**src/rtl/mux_arb_pkg.sv**
```systemverilog
// Shared types and constants for the mux_arbiter slice: FSM states, select
// geometry and the reset value of the round-robin pointer.
package mux_arb_pkg;

    localparam int SEL_W = 2;
    localparam int N_REQ = 4;

    // Pointer starts at 3 so that source 0 has first priority after reset.
    localparam logic [SEL_W-1:0] LAST_RST = 2'd3;

    typedef enum logic [1:0] {
        IDLE    = 2'd0,
        CAPTURE = 2'd1,
        HOLD    = 2'd2
    } state_t;

    function automatic logic [N_REQ-1:0] one_hot(input logic [SEL_W-1:0] idx);
        return N_REQ'(1) << idx;
    endfunction

endpackage

```
**src/rtl/rr_pick4.sv**
```systemverilog
// Combinational 4-way winner picker: round-robin from last+1 by default,
// fixed priority (lowest index wins) when MUX_ARB_FIXED_PRIO_EN is defined.
module rr_pick4
    import mux_arb_pkg::*;
(
    input  logic [N_REQ-1:0] req,
    input  logic [SEL_W-1:0] last,
    output logic [SEL_W-1:0] win,
    output logic             any
);

`ifdef MUX_ARB_FIXED_PRIO_EN
    logic unused_last;
    assign unused_last = ^last;

    always_comb begin
        // NOTE: every always_comb output gets a default first, so no path
        // through the block leaves it unassigned and no latch is inferred.
        win = '0;
        any = |req;
        for (int i = N_REQ - 1; i >= 0; i--) begin
            if (req[i]) win = SEL_W'(i);
        end
    end
`else
    logic [SEL_W-1:0] idx;

    always_comb begin
        win = '0;
        idx = '0;
        any = |req;
        // Scan from farthest to nearest so the source just after last wins.
        for (int k = N_REQ - 1; k >= 0; k--) begin
            idx = last + SEL_W'(k + 1);
            if (req[idx]) win = idx;
        end
    end
`endif

endmodule

```
**src/rtl/mux_arbiter.sv**
```systemverilog
// Round-robin arbiter driving a registered 4:1 select, capture and valid/ready
// output stage. Define MUX_ARB_FIXED_PRIO_EN for fixed priority (source 0 high).
module mux_arbiter
    import mux_arb_pkg::*;
#(
    parameter int WIDTH = 32
) (
    input  logic             clk,
    input  logic             reset,
    input  logic [3:0]       req,
    input  logic [WIDTH-1:0] data0,
    input  logic [WIDTH-1:0] data1,
    input  logic [WIDTH-1:0] data2,
    input  logic [WIDTH-1:0] data3,
    input  logic             out_ready,
    output logic [WIDTH-1:0] out_data,
    output logic             out_valid,
    output logic [1:0]       out_src,
    output logic [1:0]       sel,
    output logic [3:0]       gnt
);

    state_t           state;
    logic [SEL_W-1:0] last;
    logic [SEL_W-1:0] win;
    logic             any;
    logic [WIDTH-1:0] sel_data;

`ifdef MUX_ARB_FIXED_PRIO_EN
    assign last = LAST_RST;
`else
    always_ff @(posedge clk) begin
        if (reset) begin
            last <= LAST_RST;
        end else if (state == HOLD && out_ready) begin
            last <= out_src;
        end
    end
`endif

    rr_pick4 u_pick (
        .req  (req),
        .last (last),
        .win  (win),
        .any  (any)
    );

    always_comb begin
        sel_data = data0;
        case (sel)
            2'd0: sel_data = data0;
            2'd1: sel_data = data1;
            2'd2: sel_data = data2;
            2'd3: sel_data = data3;
            default: sel_data = data0;
        endcase
    end

    // NOTE: sequential state uses non-blocking assignments so every register
    // samples the pre-edge values, independent of statement order.
    always_ff @(posedge clk) begin
        if (reset) begin
            state     <= IDLE;
            sel       <= '0;
            out_data  <= '0;
            out_valid <= 1'b0;
            out_src   <= '0;
            gnt       <= '0;
        end else begin
            gnt <= '0;
            case (state)
                IDLE: begin
                    if (any) begin
                        sel   <= win;
                        state <= CAPTURE;
                    end
                end
                CAPTURE: begin
                    out_data  <= sel_data;
                    out_src   <= sel;
                    out_valid <= 1'b1;
                    gnt       <= one_hot(sel);
                    state     <= HOLD;
                end
                HOLD: begin
                    if (out_ready) begin
                        out_valid <= 1'b0;
                        state     <= IDLE;
                    end
                end
                default: state <= IDLE;
            endcase
        end
    end

endmodule
```
**config.mk**
```make
export PLATFORM = sky130hd
export DESIGN_NAME = mux_arbiter
export DESIGN_NICKNAME = d
export VERILOG_FILES = /design/src/rtl/mux_arb_pkg.sv /design/src/rtl/rr_pick4.sv /design/src/rtl/mux_arbiter.sv
export SDC_FILE = /design/constraint.sdc
export NUM_CORES = 1
export LEC_CHECK = 0
export ABC_AREA = 1
export BUFFER_PORTS_ARGS = -buffer_cell sky130_fd_sc_hd__buf_2
export CAP_MARGIN = 20
export CORE_MARGIN = 2
export CORE_UTILIZATION = 46
export DETAILED_ROUTE_END_ITERATION = 8
export HOLD_SLACK_MARGIN = 0.03
export PLACE_DENSITY = 0.95
export SYNTH_ARGS = -nofsm -noshare
export SYNTH_HDL_FRONTEND = slang
export SYNTH_HIERARCHICAL = 1
export SYNTH_SLANG_ARGS = --single-unit
```
**constraint.sdc**
```tcl
create_clock -name clk -period 4 [get_ports clk]
set_input_delay 0.8 -clock clk [delete_from_list [all_inputs] [get_ports clk]]
set_output_delay 0.8 -clock clk [all_outputs]
set_load 0.03 [all_outputs]
```
---- Yosys cells after proc, flatten, opt, wreduce, memory -nomap -nowiden ----
Index checks and enable logic that the tools add are counted.
storage, ports and cells
  register bits after elaboration ......... 45
  input port bits ......................... 135
  output and inout bits ................... 41
  logic and storage cells ................. 50
cells by class
  $add $sub $neg .......................... 3
  $lt $le $gt $ge ......................... 4
  equal/unequal tests ..................... 7
  shift-type cells ........................ 1
  muxes and demuxes ....................... 18
  bitwise gates (word level) .............. 1
  reductions and logical operators ........ 9
operator list
  kind                                                         number
  one-hot mux 32 bit (4 select lines)                          1
  less-than comparator 2 x 3 -> 1 bit (second input constant)  4
  two-way mux 2 bit                                            6
  binary-select mux 1 bit (select 2 bit)                       4
  equality test 2 bit (second input constant)                  3
  one-hot mux 2 bit (3 select lines)                           1
  AND reduction 2 bit                                          3
  two-way mux 1 bit                                            5
  adder 2 bit (second input constant)                          2
  equality test 2 x 1 -> 1 bit (second input constant)         2
  zero test 2 bit                                              2
  inequality test 2 bit (second input constant)                2
  OR reduction 4 bit                                           1
  left shift 1 x 2 -> 4 bit (first input constant)             1
  adder 2 x 1 -> 2 bit (second input constant)                 1
  one-hot mux 1 bit (2 select lines)                           1
  nonzero test 2 bit                                           1
  OR reduction 2 bit                                           1
  logical AND 1 bit                                            1
  NOT 1 bit                                                    1

---- Depth between registers and ports, before layout ----
Gate-level depths: netlist (run 1).
  depth in word-level cells ............... 6
  depth in mapped cells ................... 13
  mapped depth without buffers ............ 12

---- Modules after synthesis ----
Netlist (run 1), hierarchy kept.
by module, submodules not included
  module       times used  cells each  area each (um^2)  sequential area each (um^2)
  mux_arbiter  1           393         2451.1            900.9
  rr_pick4     1           51          266.5             0.0

---- Worst setup path before layout (run 1) ----
No wires, ideal clock.
  path type ............................... input port to flip-flop
  start ................................... in reset
  end ..................................... reg out_data[14]
  setup time .............................. 112 ps
  arrival time ............................ 1555 ps
  required time ........................... 3888 ps
  slack ................................... 2333 ps
  stages .................................. 7
  path buffers ............................ 2
  cells stage by stage .................... buf_2 inv_1 nand2_1 buf_2 nor2_1 nand2_1 nand2_1
RTL lines
  element               line               text
  start, declared       mux_arbiter.sv:9   input logic reset,
  end signal, assigned  mux_arbiter.sv:79  out_data <= sel_data;
  end, declared         mux_arbiter.sv:16  output logic [WIDTH-1:0] out_data,

---- Worst setup path after layout (run 1) ----
  start ................................... reg sel[1]
  end ..................................... reg out_data[3]
between the ends
  longest elaborated chain between the ends .. 2
  elaborated cells between the ends (all ways) .. 5
  classes of those cells .................. eq/ne: 3; mux: 1; reduce/logical: 1
RTL lines
  element                                      line               text
  start, declared                              mux_arbiter.sv:19  output logic [1:0] sel,
  start signal, assigned                       mux_arbiter.sv:74  sel <= win;
  equality test 2 bit (tied with other cells)  mux_arbiter.sv:50  case (sel)
  one-hot mux 32 bit (4 select lines) *        mux_arbiter.sv:50
Mark *: on every way between the ends. The rest lies on a longest branch, timed or not.
A chain may end at the register's enable or synchronous reset.

==> qor.yml, run 1 <==
layout:
  num-nets-final: 736
  multi_input_area_mm2: 0.00159
  final_layout_size_suffix_gt1_share_pct: 34.3
  antenna_cells: 0
  stdcell_count: 673
  register_area_um2: 901
  design_area_mm2: 0.00364
  final_util_pct: 65.0
  syn2layout_area_growth_pct: 34.1
  fillers: 508
synthesis:
  synthTopCellsByArea: "dfxtp_1 33%, nand2_1 23%, nand3_1 8.5%"
  synth_top_area_share_pct: 33.1
  ys_async_sr_fraction_pct: 0
  yosysWarningCount: 6
  yosysSeqAreaShare_pct: 33.1
  netlist_area_mm2: 0.00272
  synthesis.nets: 579
  synth-edff-count: 0
  yosys.cell_count.top_type: "nand2_1"
  yosysTopAreaCell: "dfxtp_1"
  syn-instance-count: 444
  synth_common_cells: "163 x nand2_1, 58 x nor2_1, 46 x nand3_1"
  yosysUniqueCellTypes: 26
  avgSynthCellArea_um2: 6.12
  ys.flop_type: "dfxtp_1"
  synth_seq_cells: 45
sta:
  rsz0062_at_grt: "no"
  max_clock_freq_ghz: 0.443
  finalHoldViolCount: 0
  fin_crit_sh_pct: 56.4
  whs_ns: 0.457
  fin_setup_tns_ns: 0
  slew_headroom_pct: 42.0
  setup_ws_ns: 1.74
  clock_skew_ns: 0.00832
  drv_slew: 0
  post-route-min-period_ns: 2.26
  worst_pin_slew_ns: 0.867
  setup_violations: 0
global_route:
  overflow: 0
  grt_max_degree: 39
  grtUsageTotal_pct: 26.8
  grt_pass1_vias: 3324
  grt_pass1_wl_um: 13900
  antenna_found_initial: 0
power:
  power_mw: 1.38
  powerDensity_mw_per_mm2: 380
  p_leak_nw: 1.97
  p_seq_share_pct: 38.8
  p_comb_share_pct: 37.5
  intPower_mw: 0.858
  p_clk_share_pct: 23.7
  p_switching_mw: 0.527
  p_sw_share_pct: 38.0
  vdd_ir_drop_max_v: 0.000190
routing:
  wirelength_um: 8630
  drtIter0Drc: 181
  vias_per_cell: 5.14
  wire_per_inst_um: 12.8
  final_antenna_net_count: 0
  dr.pass1.iters: 4
  route.detailed.drc: 0
  vias: 3461
critical_path:
  rrSetupSlack_ns: 1.74
  slowest_stage: "inv_2"
  start_kind: "flop"
  crit_path_end_kind: "flop"
  critPathTopFamily: "simple AND/OR/NAND/NOR gates"
  crit_fanout: 38
  critPathArrivalTime_ns: 2.42
  critical_path_buf_inv_count: 1
  slowest_delay_ns: 0.56
  crit_chain: "inv_2 > nand2_2 > or2_2 > nand2_1 > a21oi_1"
  path_class: "flop to flop"
  crit_required_ns: 4.17
die:
  dieHeight_um: 80.9
  core_area_mm2: 0.00561
  num_rows: 27
  ioPinCount: 176
  start_util_pct: 48.5
  dieArea_mm2: 0.00654
  die_x_um: 80.9
clock_tree:
  cts_buffers: 5
  postCtsSetupBuffers: 0
  clock_latency_ns: 0.30
  cts_max_level: 2
  clockBufferDepth: 2
  path_clk_slew_ns: 0.09
  clock-sinks: 45
  ctsHoldBuffers: 0
  cts_tree: "done"
  cts.repair.resized: 0
  cts_root_buf: "clkbuf_8"
worst_hold_path:
  hp-class: "flop to flop"
placed_design:
  dp_hpwl_um: 6780
  io_buffers: 175
  place_ws_ns: 1.68
  place_inst: 666
  placed_area_mm2: 0.00354
  gp_congestion: 0.843
outcome:
  outcome: "finished clean"
flow_run:
  max-cap-violations: 0
metal layers:
metal | up-vias | wire length (um) | track usage, % | share of wire [%]
met4 | 0 | 386 | 15.9 | 4.5
met2 | 157 | 4380 | 47.4 | 51
met3 | 39 | 577 | 4.00 | 6.7
met5 | - | 0 | 0 | 0
li1 | 1720 | - | - | -
met1 | 1545 | 3290 | 30.5 | 38
placed cells by master (no fill, tap or decap), types with 2 or more instances in the layout:
cell type,netlist,final
nand3_1,46,46
nand2_4,2,2
buf_2,13,175
o21ai_2,3,3
or2_2,3,3
nor3_1,3,3
inv_2,4,4
o21ai_1,5,5
inv_1,15,15
or2_0,3,3
nand2_2,7,7
dfxtp_1,45,45
inv_4,2,2
nand2_1,163,163
a21oi_1,16,16
o21ai_0,27,27
nor2_1,58,58
clkbuf_8,0,5
o21bai_1,12,12
cell families after synthesis:
kind of cell / share of synthesized area, %
flip-flops: 33.1
AND/OR/NAND/NOR: 45.0
buffers and inverters: 8.38
AO/OA/AOI/OAI: 13.4
final timing paths:
kind                                           startpoint                   endpoint  cells after the start
worst max-delay path                  sel[1]$_SDFFE_PP0P_   out_data[3]$_SDFFE_PP0P_                      5
worst min-delay path            out_data[25]$_SDFFE_PP0P_  out_data[25]$_SDFFE_PP0P_                      2
worst max register to register        sel[1]$_SDFFE_PP0P_   out_data[3]$_SDFFE_PP0P_                      5
worst min register to register  out_data[25]$_SDFFE_PP0P_  out_data[25]$_SDFFE_PP0P_                      2
sequential cells by signal (all words and copies together) (netlist names):
register   flops
out_data      32
out_src        2
state          2
gnt            4
out_valid      1
sel            2
last           2
tightest hold or removal path: stages (launching register included):
cell	delay, ns
dfxtp_1	0.32
nand2_1	0.06
nand2_1	0.04
power by group through the flow:
| stage | Clock (mW) | Combinational [mW] | Sequential [mW] |
|---|---|---|---|
| floorplan | 0 | 0.285 | 0.623 |
| global placement | 0 | 0.503 | 0.544 |
| detailed placement | 0 | 0.516 | 0.546 |
| CTS | 0.329 | 0.517 | 0.537 |
| global route | 0.351 | 0.578 | 0.544 |
| finish | 0.328 | 0.519 | 0.537 |
final cells by class:
cell class                 instances  area share, %
clock buffer                       5           1.89
clock inverter                     2          0.962
inverter                          21           2.30
multi-input combinational        353           43.6
sequential                        45           24.7
tap                               72           2.47
timing repair buffer             175           24.0
No activity file was read; power rests on OpenSTA's default activity.
==> inputs of run 2 (changes only) <==
--- a/config.mk
+++ b/config.mk
@@ -9,10 +9,10 @@
 export BUFFER_PORTS_ARGS = -buffer_cell sky130_fd_sc_hd__buf_2
 export CAP_MARGIN = 20
 export CORE_MARGIN = 2
-export CORE_UTILIZATION = 46
+export CORE_UTILIZATION = 43
 export DETAILED_ROUTE_END_ITERATION = 8
 export HOLD_SLACK_MARGIN = 0.03
-export PLACE_DENSITY = 0.95
+export PLACE_DENSITY = 0.91
 export SYNTH_ARGS = -nofsm -noshare
 export SYNTH_HDL_FRONTEND = slang
 export SYNTH_HIERARCHICAL = 1
==> constraint.sdc (replaced) <==
create_clock -name clk -period 2.1 [get_ports clk]
set_input_delay 0.42 -clock clk [delete_from_list [all_inputs] [get_ports clk]]
set_output_delay 0.42 -clock clk [all_outputs]
set_load 0.03 [all_outputs]
==> qor.yml, run 2 (synthesized netlist as in run 1, its figures left out) <==
sta:
  drv_slew: 0
  setup_violations: 0
  rsz0062_at_grt: "no"
  finalHoldViolCount: 0
  slew_headroom_pct: 58.0
  worst_pin_slew_ns: 0.627
  whs_ns: 0.406
  post-route-min-period_ns: 1.72
  max_clock_freq_ghz: 0.580
  fin_setup_tns_ns: 0
  fin_crit_sh_pct: 82.1
  clock_skew_ns: 0.00641
global_route:
  grtUsageMet2_pct: 43.9
  grt_pass1_vias: 3192
  overflow: 0
  grt-busiest-layer: "met2"
  grt_pass1_wl_um: 14200
  grtUsageTotal_pct: 24.7
  met1_usage_pct: 29.6
  antenna_found_initial: 1
  grtUsageMet3_pct: 3.76
  grt_max_degree: 37
critical_path:
  reg2reg_depth: 5
  r2r_end: "out_data[1]$_SDFFE_PP0P_"
  crit_path_end_kind: "flop"
  rrSetupSlack_ns: 0.38
  crit_fanout: 33
  r2r-start: "sel[1]$_SDFFE_PP0P_"
  critPathArrivalTime_ns: 1.90
  start_kind: "flop"
  path_class: "flop to flop"
  crit_required_ns: 2.27
layout:
  top_regs: "out_data: 32 flops, gnt: 4 flops"
  layout_commonest_cell: "buf_2"
  final_util_pct: 61.9
  register_area_um2: 901
  num-nets-final: 743
  design_area_mm2: 0.00373
  multi_input_area_mm2: 0.00159
  largest_reg_flops: 32
  final_layout_size_suffix_gt1_share_pct: 35.0
  fillers: 569
  syn2layout_area_growth_pct: 37.2
  most-common-layout-cells: "175 x buf_2, 163 x nand2_1, 58 x nor2_1, 46 x nand3_1, 45 x dfxtp_1"
  largest-register: "out_data"
die:
  dieArea_mm2: 0.00697
  ioPinCount: 176
  die_x_um: 83.5
  core_area_mm2: 0.00603
  num_rows: 28
  start_util_pct: 45.1
  dieHeight_um: 83.5
routing:
  drtIter0Drc: 178
  route.detailed.drc: 0
  final_antenna_net_count: 0
  wirelength_um: 8770
  dr.pass1.iters: 5
  wire_per_inst_um: 12.8
  vias_per_cell: 5.01
  vias: 3433
worst_hold_path:
  min_to: "out_data[29]$_SDFFE_PP0P_"
  min_from: "reset"
  holdPathStages: 2
  hp-class: "input port to flop"
clock_tree:
  ctsHoldBuffers: 0
  postCtsSetupBuffers: 0
  cts.repair.resized: 0
  cts_buffers: 5
  path_clk_slew_ns: 0.08
  cts_max_level: 2
  clock_latency_ns: 0.30
  cts_root_buf: "clkbuf_8"
  cts_tree: "done"
  clock-sinks: 45
  clockBufferDepth: 2
outcome:
  outcome: "finished clean"
power:
  vdd_ir_drop_max_v: 0.000346
  p_leak_nw: 2.01
  power_mw: 2.72
  powerDensity_mw_per_mm2: 729
placed_design:
  io_buffers: 175
  gp_congestion: 0.904
  placed_area_mm2: 0.00361
  dp_hpwl_um: 6810
flow_run:
  max-cap-violations: 0
run 2: cell count changes in the layout (fill, tap and decap cells not counted), sizes merged:
cell | previous run | this run
buf | 175 | 182
clkbuf | 5 | 7
clkinv | 1 | 0
diode | 0 | 1
run 2: report_power, final:
group / switching [mW] / internal, mW / total (mW)
sequential: 0.0587 / 0.946 / 1.01
clock: 0.289 / 0.388 / 0.677
combinational: 0.669 / 0.365 / 1.03
total: 1.02 / 1.70 / 2.72
run 2: layout make-up:
| cell class | instances | area share, % |
|---|---|---|
| Clock buffer | 7 | 2.32 |
| Inverter | 21 | 2.25 |
| Timing Repair Buffer | 182 | 25.2 |
| Antenna cell | 1 | 0.0671 |
| Multi-Input combinational cell | 353 | 42.6 |
| Tap cell | 75 | 2.52 |
| Sequential cell | 45 | 24.2 |
| Clock inverter | 1 | 0.806 |
run 2: per-layer routing:
layer	vias up	share of wire (%)
met5	-	0
met4	0	3.0
met3	26	6.9
met2	171	51
met1	1504	39
li1	1732	-
run 2: critical path, stage by stage, from the launching register on:
cell     delay, ns
dfxtp_1       0.33
inv_2         0.26
nand2_2       0.44
or2_2         0.43
nand2_1       0.07
a21oi_1       0.06
run 2: per-stage QoR:
stage | worst slack, ns | instances
final | 0.376 | 685
after global routing | 0.198 | 685
after CTS | 0.373 | 684
after detailed placement | 0.407 | 676
after global placement | 0.479 | 676
after floorplan | 0.730 | 444
run 2: worst max path at each step:
stage / startpoint / end / slack (ns) / depth (start not counted)
after floorplan: sel[0]$_SDFFE_PP0P_ / out_data[24]$_SDFFE_PP0P_ / 0.73 / 7
after global placement: sel[1]$_SDFFE_PP0P_ / out_data[30]$_SDFFE_PP0P_ / 0.48 / 5
after detailed placement: sel[1]$_SDFFE_PP0P_ / out_data[1]$_SDFFE_PP0P_ / 0.41 / 5
after CTS: sel[1]$_SDFFE_PP0P_ / out_data[1]$_SDFFE_PP0P_ / 0.37 / 5
after global routing: sel[1]$_SDFFE_PP0P_ / out_data[1]$_SDFFE_PP0P_ / 0.20 / 5
final: sel[1]$_SDFFE_PP0P_ / out_data[1]$_SDFFE_PP0P_ / 0.38 / 5
==> inputs of run 3 (changes only) <==
--- a/config.mk
+++ b/config.mk
@@ -5,11 +5,11 @@
 export SDC_FILE = /design/constraint.sdc
 export NUM_CORES = 1
 export LEC_CHECK = 0
-export ABC_AREA = 1
+export ABC_AREA = 0
 export BUFFER_PORTS_ARGS = -buffer_cell sky130_fd_sc_hd__buf_2
 export CAP_MARGIN = 20
 export CORE_MARGIN = 2
-export CORE_UTILIZATION = 43
+export CORE_UTILIZATION = 41
 export DETAILED_ROUTE_END_ITERATION = 8
 export HOLD_SLACK_MARGIN = 0.03
 export PLACE_DENSITY = 0.91
==> constraint.sdc (replaced) <==
create_clock -name clk -period 1.79 [get_ports clk]
set_input_delay 0.358 -clock clk [delete_from_list [all_inputs] [get_ports clk]]
set_output_delay 0.358 -clock clk [all_outputs]
set_load 0.03 [all_outputs]
==> qor.yml, run 3 <==
outcome:
  outcome: "finished clean"
layout:
  register_area_um2: 905
  final_util_pct: 61.9
  syn2layout_area_growth_pct: 43.7
  top_regs: "out_data: 32 flops, gnt: 4 flops"
  most-common-layout-cells: "175 x buf_2, 69 x mux2i_1, 44 x dfxtp_1, 32 x a21o_1, 31 x o22ai_1"
  stdcell_count: 486
  fillers: 480
  multi_input_area_mm2: 0.00137
  largest_reg_flops: 32
  final_layout_size_suffix_gt1_share_pct: 48.6
  layout_commonest_cell: "buf_2"
  antenna_cells: 0
  num-nets-final: 548
  largest-register: "out_data"
synthesis:
  synth_common_cells: "69 x mux2i_1, 45 x dfxtp_1, 32 x a21o_1"
  yosysTopAreaCell: "dfxtp_1"
  synthesis.nets: 376
  synth_seq_cells: 45
  syn-instance-count: 241
  avgSynthCellArea_um2: 10.0
  synth-edff-count: 0
  synth_top_area_share_pct: 37.3
  synthTopCellsByArea: "dfxtp_1 37%, mux2i_1 29%, a21o_1 9.9%"
  yosysWarningCount: 6
  yosysSeqAreaShare_pct: 37.3
  ys_async_sr_fraction_pct: 0
  yosysUniqueCellTypes: 28
  netlist_area_mm2: 0.00242
  yosys.cell_count.top_type: "mux2i_1"
  ys.flop_type: "dfxtp_1"
placed_design:
  io_buffers: 175
  gp_congestion: 0.750
  dp_hpwl_um: 5440
  place_inst: 478
  place_ws_ns: 0.0918
die:
  num_rows: 27
  start_util_pct: 43.1
  dieHeight_um: 80.8
  core_area_mm2: 0.00561
  dieArea_mm2: 0.00652
  ioPinCount: 176
  die_x_um: 80.8
power:
  p_switching_mw: 0.838
  p_clk_share_pct: 25.9
  p_leak_nw: 1.92
  intPower_mw: 1.83
  powerDensity_mw_per_mm2: 767
  vdd_ir_drop_max_v: 0.000390
  p_comb_share_pct: 30.8
  p_sw_share_pct: 31.5
  p_seq_share_pct: 43.3
critical_path:
  reg2reg_depth: 4
  r2r-start: "state[1]$_SDFFE_PP0P_"
  rrSetupSlack_ns: 0.17
  path_class: "flop to output pin"
  critPathArrivalTime_ns: 1.31
  r2r_end: "out_data[18]$_SDFFE_PP0P_"
  crit_path_end_kind: "output pin"
  start_kind: "flop"
  crit_fanout: 28
  crit_required_ns: 1.43
sta:
  worst_pin_slew_ns: 0.716
  setup_ws_ns: 0.123
  fin_crit_sh_pct: 93.1
  setup_violations: 0
  whs_ns: 0.371
  fin_setup_tns_ns: 0
  slew_headroom_pct: 52.2
  clock_skew_ns: 0.00840
  finalHoldViolCount: 0
  post-route-min-period_ns: 1.67
  max_clock_freq_ghz: 0.600
  rsz0062_at_grt: "no"
  drv_slew: 0
global_route:
  grt_pass1_vias: 2241
  grt_max_degree: 29
  grt_pass1_wl_um: 10100
  overflow: 0
  grtUsageTotal_pct: 19.9
  antenna_found_initial: 0
clock_tree:
  clockBufferDepth: 2
  cts_root_buf: "clkbuf_8"
  clock_latency_ns: 0.29
  postCtsSetupBuffers: 0
  clock-sinks: 45
  cts_tree: "done"
  cts_max_level: 2
  cts.repair.resized: 0
  path_clk_slew_ns: 0.08
  cts_buffers: 5
  ctsHoldBuffers: 0
routing:
  wirelength_um: 6820
  drtIter0Drc: 68
  vias: 2463
  route.detailed.drc: 0
  dr.pass1.iters: 4
  final_antenna_net_count: 0
  vias_per_cell: 5.07
  wire_per_inst_um: 14.0
worst_hold_path:
  hp-class: "input port to flop"
  min_from: "reset"
  holdPathStages: 2
  min_to: "sel[0]$_SDFFE_PP0P_"
flow_run:
  max-cap-violations: 0
-- run 3: cell types whose count changed after synthesis, moves of 12 or more --
| cell | change |
|---|---|
| nand2_1 | -161 |
| mux2i_1 | +69 |
| nand3_1 | -46 |
| nor2_1 | -44 |
| a21o_1 | +32 |
| o22ai_1 | +31 |
| o21ai_0 | -26 |
| a21oi_1 | -14 |
| inv_1 | -12 |
| o21bai_1 | -12 |
-- run 3: kinds of logic (layout without fill, tap and decap cells) --
family,after synthesis,in the layout,share of synthesized area (%)
muxes,70,70,29.1
DFF,45,45,37.3
and+or+nand+nor,30,30,6.78
AOI/OAI and AO/OA,71,71,20.6
buffers and inverters,25,198,6.32
-- run 3: area by class of cell --
type                    count  share of cell area [%]
inverters                   3                   0.324
well taps                  72                    2.59
clock buffers               7                    2.77
clock inverters             1                   0.252
flip-flops and latches     45                    26.1
multi-input cells         171                    39.5
repair buffers            187                    28.5
-- run 3: worst max-delay path, cell delays in order (launching register included) --
cell and delay (ns):
dfxtp_4 0.54, buf_12 0.25, buf_2 0.23
-- run 3: power groups by stage --
stage	sequential (mW)	combinational [mW]	clock (mW)
2_1_floorplan	1.32	0.377	0
3_3_place_gp	1.17	0.801	0
3_5_place_dp	1.18	0.825	0
4_1_cts	1.15	0.826	0.712
5_1_grt	1.17	0.883	0.774
6_report	1.15	0.821	0.689
-- run 3: how the worst max path moves through the flow --
stage / start / to / slack, ns / cells past startpoint
2_1_floorplan: sel[0]$_SDFFE_PP0P_ / out_data[0]$_SDFFE_PP0P_ / 0.03 / 6
3_3_place_gp: reset / out_data[13]$_SDFFE_PP0P_ / 0.13 / 4
3_5_place_dp: reset / out_data[18]$_SDFFE_PP0P_ / 0.09 / 4
4_1_cts: sel[0]$_SDFFE_PP0P_ / sel[0] / 0.11 / 2
5_1_grt: state[1]$_SDFFE_PP0P_ / out_data[18]$_SDFFE_PP0P_ / 0.002 / 4
6_report: sel[0]$_SDFFE_PP0P_ / sel[0] / 0.12 / 2
-- run 3: through the flow --
stage | power [mW] | cell area [um^2]
floorplan | 1.69 | 2420
global placement | 1.97 | 3370
detailed placement | 2.00 | 3370
CTS | 2.69 | 3470
global route | 2.82 | 3470
finish | 2.66 | 3470
-- run 3: routing by layer --
layer  wire length [um]  vias up  global-route usage [%]
met3                590        8                    5.22
met2               3510      120                    36.8
met1               2640     1096                    22.5
met4                 76        0                    5.59
li1                   -     1239                       -
met5                  0        -                       0
